### src/rtl/instrs_buff_pkg.sv
// Shared types and helpers for the fetch-to-decode instruction buffer.
// Latency: n/a (types and constant functions only).
// Backpressure: n/a.
package instrs_buff_pkg;

  localparam int DATA_W = 32;
  localparam int PC_W   = 32;
  localparam int PERF_W = 8;

  // One buffered fetch result, instruction word in the upper bits.
  typedef struct packed {
    logic [DATA_W-1:0] data;
    logic [PC_W-1:0]   pc;
  } instrs_buff_entry_t;

  // Pointer width for a given depth: index bits plus one wrap bit.
  function automatic int ptr_width(input int depth);
    int w;
    w = 0;
    for (int i = 0; i < 31; i++) begin
      if ((1 << i) < depth) w = i + 1;
    end
    return w + 1;
  endfunction

endpackage

### src/rtl/instrs_buff_mem.sv
// Entry storage: DEPTH flops, one synchronous write port, one async read port.
// Latency: write visible on the read port after the writing edge; read is combinational.
// Backpressure: none; the caller gates the write enable.
module instrs_buff_mem
  import instrs_buff_pkg::*;
#(
  parameter int W     = 64,
  parameter int DEPTH = 8,
  parameter int AW    = ptr_width(DEPTH) - 1
) (
  input  logic          clk,
  input  logic          we,
  input  logic [AW-1:0] waddr,
  input  logic [W-1:0]  wdata,
  input  logic [AW-1:0] raddr,
  output logic [W-1:0]  rdata
);

  logic [W-1:0] mem [DEPTH];

  // Data storage carries no reset; validity is tracked by the pointers.
  always_ff @(posedge clk) begin
    if (we) mem[waddr] <= wdata;
  end

  assign rdata = mem[raddr];

endmodule

### src/rtl/instrs_buff.sv
// Circular fetch-to-decode instruction buffer with flush and perf export (INSTRS_BUFF_PERF_EN).
// Latency: entry pushed at edge N is presented on out_* after edge N; no bypass when empty.
// Backpressure: in_ready drops when full or reloading; out_valid drops when empty or reloading.
module instrs_buff
  import instrs_buff_pkg::*;
#(
  parameter int DATA_WIDTH = 32,
  parameter int PC_WIDTH   = 32,
  parameter int DEPTH      = 8,
  parameter int ID         = 0
) (
  input  logic                          clk,
  input  logic                          rst,
  input  logic                          in_valid,
  output logic                          in_ready,
  input  logic [DATA_WIDTH-1:0]         in_data,
  input  logic [PC_WIDTH-1:0]           in_pc,
  output logic                          out_valid,
  input  logic                          out_ready,
  output logic [DATA_WIDTH-1:0]         out_data,
  output logic [PC_WIDTH-1:0]           out_pc,
  input  logic                          reload,
  output logic [ptr_width(DEPTH)-1:0]   count,
  output logic [PERF_W-1:0]             perf_id,
  output logic [PERF_W-1:0]             perf_head,
  output logic [PERF_W-1:0]             perf_tail,
  output logic [PERF_W-1:0]             perf_full,
  output logic [PERF_W-1:0]             perf_reload
);

  localparam int PW = ptr_width(DEPTH);
  localparam int AW = PW - 1;
  localparam int EW = DATA_WIDTH + PC_WIDTH;

  logic [PW-1:0] head;
  logic [PW-1:0] tail;
  logic          empty;
  logic          full;
  logic          push;
  logic          pop;
  logic [EW-1:0] rd_entry;

  assign empty = (head == tail);
  assign full  = (head[AW-1:0] == tail[AW-1:0]) && (head[AW] != tail[AW]);

  // A flush blocks both handshakes in the cycle it is asserted.
  assign in_ready  = !full && !reload;
  assign out_valid = !empty && !reload;
  assign push      = in_valid && in_ready;
  assign pop       = out_valid && out_ready;
  assign count     = tail - head;

  // Pointer update: reset and flush both return to zero, flush wins over handshakes.
  always_ff @(posedge clk) begin
    if (!rst) begin
      head <= '0;
      tail <= '0;
    end else if (reload) begin
      head <= '0;
      tail <= '0;
    end else begin
      if (push) tail <= tail + 1'b1;
      if (pop)  head <= head + 1'b1;
    end
  end

  instrs_buff_mem #(
    .W     (EW),
    .DEPTH (DEPTH),
    .AW    (AW)
  ) u_mem (
    .clk   (clk),
    .we    (push),
    .waddr (tail[AW-1:0]),
    .wdata ({in_data, in_pc}),
    .raddr (head[AW-1:0]),
    .rdata (rd_entry)
  );

  assign {out_data, out_pc} = rd_entry;

`ifdef INSTRS_BUFF_PERF_EN
  localparam int PAD = PERF_W - AW;

  logic reload_q;

  // Registered flush flag so the perf monitor sees no combinational input path.
  always_ff @(posedge clk) begin
    if (!rst) reload_q <= 1'b0;
    else      reload_q <= reload;
  end

  assign perf_id     = PERF_W'(ID);
  assign perf_head   = {{PAD{1'b0}}, head[AW-1:0]};
  assign perf_tail   = {{PAD{1'b0}}, tail[AW-1:0]};
  assign perf_full   = {{(PERF_W-1){1'b0}}, full};
  assign perf_reload = {{(PERF_W-1){1'b0}}, reload_q};
`else
  // Perf export disabled: every perf output is held low; ID is masked off.
  assign perf_id     = PERF_W'(ID) & {PERF_W{1'b0}};
  assign perf_head   = '0;
  assign perf_tail   = '0;
  assign perf_full   = '0;
  assign perf_reload = '0;
`endif

endmodule

### config.mk
export PLATFORM = sky130hd
export DESIGN_NAME = instrs_buff
export DESIGN_NICKNAME = d
export VERILOG_FILES = /design/src/rtl/instrs_buff_pkg.sv /design/src/rtl/instrs_buff_mem.sv /design/src/rtl/instrs_buff.sv
export SDC_FILE = /design/constraint.sdc
export NUM_CORES = 1
export LEC_CHECK = 0
export CORE_MARGIN = 2
export CORE_UTILIZATION = 40
export CTS_CLUSTER_SIZE = 8
export DETAILED_ROUTE_END_ITERATION = 8
export SLEW_MARGIN = 20
export SYNTH_ARGS = -nofsm -noshare
export SYNTH_HDL_FRONTEND = slang
export SYNTH_SLANG_ARGS = --single-unit
### constraint.sdc
create_clock -name clk -period 7.9 [get_ports clk]
set_clock_uncertainty 0.05 [all_clocks]
set_input_delay 1.58 -clock clk [delete_from_list [all_inputs] [get_ports clk]]
set_output_delay 1.58 -clock clk [all_outputs]
set_load 0.03 [all_outputs]
==> results of run 1 <==
## power by group
group	internal [mW]	total, mW	switching, mW
logic	0.0876	0.218	0.130
registers	3.07	3.08	0.00556
clock network	1.77	2.82	1.05
total	4.93	6.11	1.19
## kinds of logic (layout without fill, tap and decap cells)
family	after synthesis	in the layout	synth area share [%]
mux	193	193	17.9
other cells	1	40	0.0186
xor+xnor	9	9	0.428
buf+inv	83	260	2.77
simple gates	31	31	0.707
compound gates	12	12	0.477
fa+ha+maj	6	6	0.409
flops	523	523	77.3
## layout make-up
| cell class | instances | area [um2] |
|---|---|---|
| timing repair buffer | 157 | 1550 |
| tap | 672 | 841 |
| sequential | 523 | 15600 |
| clock buffer | 94 | 2030 |
| clock inverter | 2 | 16.3 |
| multi-input combinational | 291 | 4220 |
| inverter | 7 | 26.3 |
| fill | 3976 | 25700 |
## synthesized netlist by cell type, drive strengths merged
cell type	count
edfxtp	512
mux4	128
buf	66
mux2	64
nor2	14
dfxtp	11
clkbuf	10
inv	7
xnor2	7
a21oi	5
ha	5
nand3	5
nand2	3
nand2b	3
o21ai	3
nor2b	2
nor3	2
xor2	2
a2111oi	1
a21o	1
and3	1
conb	1
fa	1
mux2i	1
o211a	1
o211ai	1
or3	1
## sequential cells by signal, summed over array words and instances, names as in the netlist, named ones only
signal,flops
head,4
tail,4
u_mem.mem,512
## worst reg2reg max path, delay by kind of cell (launching register included)
kind                       cells  cell delay (ns)
DFF                            1             0.44
AOI/OAI and AO/OA              1             0.31
and+or+nand+nor                3             1.26
buffers and inverters          2             0.96
adders and majority gates      1             0.33
## placed cells by master, fill, tap and decap left out
cell / instances
nor3_2: 2
clkdlybuf4s50_1: 138
xor2_2: 1
mux4_2: 128
o211a_1: 1
conb_1: 40
mux2_2: 64
buf_12: 2
xnor2_1: 7
and3_1: 1
nor2_4: 5
ha_1: 5
edfxtp_1: 512
nor2_1: 9
mux2i_1: 1
dfxtp_1: 8
buf_4: 17
nand3_1: 5
a2111oi_4: 1
dfxtp_4: 3
clkbuf_1: 15
a21o_1: 1
a21oi_1: 5
clkinvlp_4: 1
clkbuf_16: 79
fa_1: 1
nor2b_1: 2
o21ai_2: 1
nand2b_1: 3
o21ai_0: 2
inv_1: 7
nand2_1: 3
inv_6: 1
o211ai_1: 1
or3_1: 1
xor2_1: 1
## through the flow
| step | cell area, um2 | setup WS, ns | cells | power (mW) | hold WS (ns) |
|---|---|---|---|---|---|
| final | 24300 | 2.51 | 1746 | 6.11 | 0.495 |
| after global routing | 24300 | 2.20 | 1746 | 6.32 | 0.533 |
| after CTS | 24300 | 2.35 | 1746 | 6.19 | 0.489 |
| after detailed placement | 22200 | 3.00 | 1650 | 3.35 | 0.483 |
| after global placement | 22200 | 3.00 | 1650 | 3.35 | 0.467 |
| after floorplan | 20300 | 0.473 | 897 | 3.26 | 0.431 |
## path summary, 6_finish.rpt
kind                 start                to  slack, ns  depth (start not counted)
setup / recovery  register       out_data[1]       2.51                          4
hold / removal     tail[1]           tail[1]       0.50                          2
setup reg to reg   tail[0]  u_mem.mem[1][33]       4.09                          7
hold reg to reg    tail[1]           tail[1]       0.50                          2
## per-layer routing
layer,up-vias,routed length [um]
met3,70,2310
met4,12,766
li1,3890,-
met2,245,19200
met5,-,88
met1,4730,17900
==> results.cfg, run 1 <==
[sta]
min_period_ns = 5.39
worst_pin_slew_ns = 0.924
fmax_ghz = 0.186
final_max_slew_viol_count = 0
hold_violations = 0
tns_ns = 0
rsz0062_at_grt = no
maxSlewHeadroom_pct = 38.4
setup_viol = 0
post-route-period-util_pct = 68.2

[critical_path]
crit_family = buffers and inverters
path_buf_inv = 2
cp.required_ns = 6.27
cp-end-kind = output pin
startpoint_type = register
crit_type = reg2out
slowest_delay_ns = 0.95
critPathMaxFanout = 43
cp_slowest_cell = dfxtp_4
path_cells = buf_4 -> mux4_2 -> mux2_2 -> clkdlybuf4s50_1
cp_data_arrival_time_ns = 3.76

[min_path]
hold_path_class = reg2reg

[final_layout]
nets = 1130
diodes = 0
syn2layout_area_growth_pct = 20.4
final_util_pct = 48.6
drive_gt1_share_pct = 28.4

[global_routing]
grt_pass1_wl_mm = 60.2
grt_use_met1_pct = 21.2
grt_max_degree = 119
track_usage_pct = 15.6
grt_pass1_vias = 9653
met2_usage_pct = 24.7
antenna_found_initial = 6
grt-ovfl-total = 0
grtUsageMet3_pct = 4.23
grt_busiest_layer = met2

[synthesis]
syn_area_mm2 = 0.0202
synth_area_leader_cell = edfxtp_1
synth.area.top_cells = edfxtp_1 76%, mux4_2 14%, mux2_2 3.6%, buf_4 1.6%, dfxtp_1 1.1%
ys_seq_area_share_pct = 77.3
yosysTopAreaCellShare_pct = 76.2
synth.ff_latch_count = 523
synthCells = 858
ys_warn_count = 0
yosysUniqueCellTypes = 32
syn_area_per_cell_um2 = 23.5

[power]
leakagePower_nw = 7.53
irDropWorstVdd_mv = 0.135
p_per_area_mw_per_mm2 = 252

[floorplan]
die-area_mm2 = 0.0523
ios = 179
dieHeight_um = 229
rows = 82
initial_core_util_pct = 40.4
placeableCoreArea_mm2 = 0.0500
dieWidth_um = 229

[clock_tree]
cts_setup_buffers = 0
cts_resized = 0
cts_hold_buffers = 0
cts_max_level = 3
clockRootBuffer = clkbuf_16
clkTransAtPathRegs_ns = 0.05
clk_latency_ns = 0.58
cts_sinks = 523
ctsLongestPathBuffers = 3
numCtsBuffers = 75
cts_tree = done

[placement]
io_buffer_count = 138
dpl.hpwl_mm = 20.5
globalplace.congestion = 0.765

[detailed_routing]
routed_wl_mm = 40.3
via_per_inst = 5.12
first_pass_iters = 4
ant_nets = 0
wire_per_inst_um = 23.1
drc = 0
dr.first_iter.drc_count = 570
vias = 8947

[job]
maxCapViolations = 0

[outcome]
status = finished, final reports clean
Power figures use the tool's default switching activity.
==> run 2: changes to the inputs <==
==> constraint.sdc (replaced) <==
create_clock -name clk -period 5.5 [get_ports clk]
set_clock_uncertainty 0.05 [all_clocks]
set_input_delay 1.1 -clock clk [delete_from_list [all_inputs] [get_ports clk]]
set_output_delay 1.1 -clock clk [all_outputs]
set_load 0.03 [all_outputs]
==> run 2 against run 1 <==
  * Total power up 44%
  * Cell count grew 0.17%
  * Hold slack lost 0.034 ns
  * Clock power up 45%
  * Non-clock buffer count up 2
  * Die area did not move
  * Largest power group unchanged
  * Highest routed layer unchanged
==> results.cfg, run 2 (synthesized netlist as in run 1, its figures left out) <==
[final_layout]
drive_gt1_share_pct = 28.6
largest_register = u_mem.mem
num-fill-cells = 4002
nets = 1132
largest_register_ffs = 512
syn2layout_area_growth_pct = 21.1
reg_top3 = u_mem.mem (512), head (4), tail (4)
mostFrequentLayoutCell = edfxtp_1
final_cell_mix = 512 x edfxtp_1, 138 x clkdlybuf4s50_1, 128 x mux4_2, 79 x clkbuf_16, 64 x mux2_2
regArea_mm2 = 0.0156
multi_input_area_mm2 = 0.00423

[detailed_routing]
ant_nets = 0
first_pass_iters = 4
vias = 8953
wire_per_inst_um = 22.8
dr.first_iter.drc_count = 702
routed_wl_mm = 39.8
via_per_inst = 5.12
drc = 0

[sta]
post-route-period-util_pct = 79.5
setup_viol = 0
worst_pin_slew_ns = 0.955
min_period_ns = 4.37
fmax_ghz = 0.229
setup_slack_ns = 1.13
maxSlewHeadroom_pct = 36.3
hold_violations = 0
rsz0062_at_grt = no
final_max_slew_viol_count = 0
tns_ns = 0

[critical_path]
critPathMaxFanout = 46
cp.required_ns = 4.35
cp-end-kind = output pin
slowest_delay_ns = 0.68
startpoint_type = register
crit_family = buffers and inverters
crit_type = reg2out
reg2reg_slack_ns = 2.03
cp_data_arrival_time_ns = 3.22
path_buf_inv = 2
cp_slowest_cell = dfxtp_4
path_cells = buf_12 -> mux4_2 -> mux2_2 -> clkdlybuf4s50_1

[floorplan]
die-area_mm2 = 0.0523
dieHeight_um = 229
ios = 179
initial_core_util_pct = 40.4
placeableCoreArea_mm2 = 0.0500
dieWidth_um = 229
rows = 82

[clock_tree]
cts_resized = 0
clockRootBuffer = clkbuf_16
ctsLongestPathBuffers = 3
numCtsBuffers = 75
cts_hold_buffers = 0
cts_tree = done
cts_max_level = 3
cts_setup_buffers = 0
cts_sinks = 523
clk_latency_ns = 0.59
clkTransAtPathRegs_ns = 0.05

[outcome]
status = finished, final reports clean

[global_routing]
grt-ovfl-total = 0
antenna_found_initial = 5
grt_max_degree = 69
grt_pass1_vias = 9834
track_usage_pct = 15.6
grt_pass1_wl_mm = 60.4

[placement]
pre_cts_slack_ns = 1.63
dpl.hpwl_mm = 20.2
io_buffer_count = 138
globalplace.congestion = 0.710

[job]
maxCapViolations = 0

[power]
leakagePower_nw = 7.57
p_per_area_mw_per_mm2 = 361
irDropWorstVdd_mv = 0.174

[min_path]
hold_path_class = reg2reg
==> run 2: worst min-delay path, cell delays in order, from the launching register on <==
cell     delay, ns
dfxtp_1       0.34
nand2_1       0.07
a21oi_1       0.05
==> run 2: area by class of cell <==
type / count / area share (%)
antenna: 2 / 0.0205
clock buffer: 93 / 8.31
clock inverter: 2 / 0.159
inverter: 7 / 0.108
multi-input combinational: 291 / 17.3
sequential: 523 / 63.9
tap: 672 / 3.44
timing repair buffer: 159 / 6.76
==> run 2: path summary, 6_finish.rpt <==
path                                from               end  depth (start not counted)
worst max-delay path            register         out_pc[3]                          4
worst min-delay path             tail[1]           tail[1]                          2
worst max register to register   tail[0]  u_mem.mem[1][54]                          7
worst min register to register   tail[1]           tail[1]                          2
==> run 2: through the flow <==
step	hold WS, ns	area (um2)	power (mW)	std cells	util, %
2_1_floorplan	0.431	20300	4.67	897	-
3_3_place_gp	0.455	22400	4.81	1652	44.7
3_5_place_dp	0.459	22400	4.81	1652	44.7
4_1_cts	0.466	24400	8.94	1747	48.9
5_1_grt	0.495	24400	9.11	1747	48.9
6_report	0.461	24400	8.83	1749	48.9
==> run 2: metal layers <==
metal | vias to the layer above | share of wire (%) | track usage, %
li1 | 3895 | - | -
met1 | 4726 | 45 | 21.4
met2 | 251 | 47 | 24.2
met3 | 73 | 5.6 | 4.04
met4 | 8 | 2.0 | 5.64
met5 | - | 0.15 | 0
==> run 2: power by group <==
| group | total (mW) | internal [mW] | switching [mW] |
|---|---|---|---|
| clock | 4.09 | 2.58 | 1.51 |
| combinational | 0.316 | 0.128 | 0.188 |
| sequential | 4.42 | 4.41 | 0.00755 |
==> run 3: changes to the inputs <==
==> constraint.sdc (replaced) <==
create_clock -name clk -period 3.95 [get_ports clk]
set_clock_uncertainty 0.05 [all_clocks]
set_input_delay 0.79 -clock clk [delete_from_list [all_inputs] [get_ports clk]]
set_output_delay 0.79 -clock clk [all_outputs]
set_load 0.03 [all_outputs]
==> run 3 against run 2 <==
  * Combinational power up 39%
  * Sequential share of layout area down 0.14 points
  * Sequential power up 39%
  * Total power up 39%
  * Critical endpoint is now out_data[30]
==> results.cfg, run 3 (synthesized netlist as in run 1, its figures left out) <==
[clock_tree]
cts_sinks = 523
cts_setup_buffers = 0
cts_max_level = 3
numCtsBuffers = 75
clkTransAtPathRegs_ns = 0.05
clockRootBuffer = clkbuf_16
ctsLongestPathBuffers = 3
cts_resized = 0
cts_hold_buffers = 0
clk_latency_ns = 0.59
cts_tree = done

[final_layout]
reg_top3 = u_mem.mem (512), head (4), tail (4)
stdcell_area_mm2 = 0.0245
mostFrequentLayoutCell = edfxtp_1
drive_gt1_share_pct = 28.7
nets = 1130
final_cell_mix = 512 x edfxtp_1, 138 x clkdlybuf4s50_1, 128 x mux4_2, 78 x clkbuf_16, 64 x mux2_2
regArea_mm2 = 0.0156
largest_register = u_mem.mem
final_util_pct = 49.0
fin_cells = 1747
syn2layout_area_growth_pct = 21.3
diodes = 0
multi_input_area_mm2 = 0.00424
num-fill-cells = 3994
largest_register_ffs = 512

[floorplan]
initial_core_util_pct = 40.4
rows = 82
ios = 179
placeableCoreArea_mm2 = 0.0500
die-area_mm2 = 0.0523
dieHeight_um = 229
dieWidth_um = 229

[power]
leakagePower_nw = 7.57
power.total_mw = 12.2
irDropWorstVdd_mv = 0.286
p_per_area_mw_per_mm2 = 500

[sta]
rsz0062_at_grt = no
maxSlewHeadroom_pct = 61.8
hold_violations = 0
tns_ns = 0
final_max_slew_viol_count = 0
post-route-period-util_pct = 94.9
fmax_ghz = 0.267
setup_viol = 0
worst_pin_slew_ns = 0.573
min_period_ns = 3.75

[detailed_routing]
dr.first_iter.drc_count = 561
routed_wl_mm = 39.7
via_per_inst = 5.10
ant_nets = 0
drc = 0
vias = 8904
first_pass_iters = 4
wire_per_inst_um = 22.7

[job]
maxCapViolations = 0

[min_path]
hold_depth = 2
hold_path_class = reg2reg

[critical_path]
critPathMaxFanout = 39
r2r_cells = 7
cp-end-kind = output pin
startpoint_type = register
cp.required_ns = 3.11
cp_data_arrival_time_ns = 2.91
crit_type = reg2out

[outcome]
status = finished, final reports clean

[placement]
dpl.hpwl_mm = 19.6
io_buffer_count = 138
placed_cells_incl_taps = 1650
globalplace.congestion = 0.740
place_area_mm2 = 0.0224

[global_routing]
antenna_found_initial = 6
grt-ovfl-total = 0
grt_max_degree = 66
grt_pass1_wl_mm = 60.0
grt_pass1_vias = 9651
track_usage_pct = 15.5
## run 3: per-stage QoR
stage | setup slack [ns] | hold WS (ns)
floorplan | -0.111 | 0.431
finish | 0.202 | 0.495
global route | 0.0529 | 0.546
detailed placement | 0.752 | 0.491
global placement | 0.756 | 0.478
CTS | 0.0991 | 0.498
## run 3: layout make-up
type	count	share of cell area, %
clock inverter	5	0.240
multi-input combinational	291	17.3
sequential	523	63.7
inverter	7	0.107
timing repair buffer	157	6.99
tap	672	3.43
clock buffer	92	8.19
## run 3: worst max-delay path: stages (launching register included)
cell and delay, ns:
dfxtp_4 0.50, buf_12 0.34, mux4_2 0.54, mux2_2 0.29, clkdlybuf4s50_1 0.60
## run 3: routing by layer
| layer | up-vias | GRT usage, % | part of all wire, % |
|---|---|---|---|
| met5 | - | 0 | 0.21 |
| met4 | 12 | 5.23 | 1.8 |
| met3 | 72 | 4.24 | 6.0 |
| met2 | 225 | 24.3 | 47 |
| met1 | 4703 | 20.9 | 45 |
| li1 | 3892 | - | - |
## run 3: worst paths after layout
check                           startpoint               end  slack [ns]
worst min register to register     tail[1]           tail[1]        0.50
worst max register to register     tail[0]  u_mem.mem[0][28]        0.87
worst min-delay path               tail[1]           tail[1]        0.50
worst max-delay path              register      out_data[30]        0.20
## run 3: report_power, final
group / internal (mW) / switching (mW)
Clock: 3.51 / 2.14
Sequential: 6.15 / 0.00929
Combinational: 0.178 / 0.263
Total: 9.84 / 2.41
==> patch (config.mk and constraints of run 1) <==
Change the parameter `DATA_WIDTH` from 32 to 24.
--- a/src/rtl/instrs_buff.sv
+++ b/src/rtl/instrs_buff.sv
@@ -4,7 +4,7 @@
 module instrs_buff
   import instrs_buff_pkg::*;
 #(
-  parameter int DATA_WIDTH = 32,
+  parameter int DATA_WIDTH = 24,
   parameter int PC_WIDTH   = 32,
   parameter int DEPTH      = 8,
   parameter int ID         = 0
Ports: changed (resized in_data and out_data); port bits go from 179 to 163. No check against the original RTL was run, so the function may have changed too.
==> patch against run 1 <==
- count of clock-buffer cells in the layout shrank 11
- setup slack better by 0.37 ns
- synthesized cell count fell by 11%
- register-to-register slack better by 0.05 ns
- synthesized area shrank 12%
- clock power shrank 9.2%
- power decreased by 11%
- routed wire length is 14% lower
- first-iteration DRC count down 13%
- sequential cell count is 64 lower
- final area fell by 12%
- critical endpoint is now out_pc[29]
- highest routed layer unchanged
==> patch: results <==
routing:
  via_count: 7847
  wl_um: 34600
  drt_first_pass_iters: 5
synth:
  synth_commonest_cells: "448 x edfxtp_1, 112 x mux4_2, 56 x mux2_2"
  synthAdderAreaFrac_pct: 0.465
  syn_inst: 766
  synth_compound_area_share_pct: 0.451
  synth_mux_area_share_pct: 17.8
  yosysUniqueCellTypes: 31
power:
  p_clk_share_pct: 46.9
  p_sw_share_pct: 19.6
  pg_comb_uw: 195
critical_path:
  crit_fanout: 96
  crit_end: "out_pc[29]"
  timing.reg2reg.setup_slack_ns: 4.14
  r2r_end: "u_mem.mem[1][52]"
grt:
  track_usage_pct: 15.2
  grt_max_degree: 97
  grt_pass1_vias: 8550
cells_and_area:
  multi_input_cells: 267
  num-fill-cells: 3570
  signal_buffers: 133
  top_regs: "u_mem.mem x448, head x4, tail x4"
  area_share_clock_buf_inv_pct: 8.82
  multi_input_area_share_pct: 17.5
  seq_share_pct: 63.9
  finish.net_count: 1002
place:
  placed_area_um2: 19500
  gp_congestion: 0.713
  dp_slack_ns: 3.12
timing:
  slew_headroom_pct: 27.6
  whs_ns: 0.470
clocking:
  numCtsBuffers: 67
  insertion_delay_ns: 0.56
floorplanning:
  dieArea_um2: 46100
outcome:
  status: "finished, final reports clean"
==> patch: cell types whose count changed after synthesis <==
| cell | change |
|---|---|
| xor2_1 | +1 |
| buf_2 | +2 |
| mux4_2 | -16 |
| o21ai_1 | +1 |
| buf_6 | -2 |
| o21ai_2 | -1 |
| mux2_2 | -8 |
| a2111oi_2 | +1 |
| clkbuf_1 | +3 |
| edfxtp_1 | -64 |
| xor2_2 | -1 |
| a2111oi_4 | -1 |
| buf_4 | -3 |
| buf_1 | -4 |
==> patch: kinds of logic after synthesis <==
family | count (synthesis)
adders and majority gates | 6
and+or+nand+nor | 31
buffers and inverters | 79
xor gates and xnor gates | 9
muxes | 169
AOI/OAI and AO/OA | 12
DFF | 459
other | 1
==> patch: metal layers <==
metal	wire, µm	track usage (%)	vias to the layer above
met5	55	0	-
met4	464	4.33	8
met3	2170	4.35	48
met2	16200	23.3	215
met1	15700	21.2	4143
li1	-	-	3433
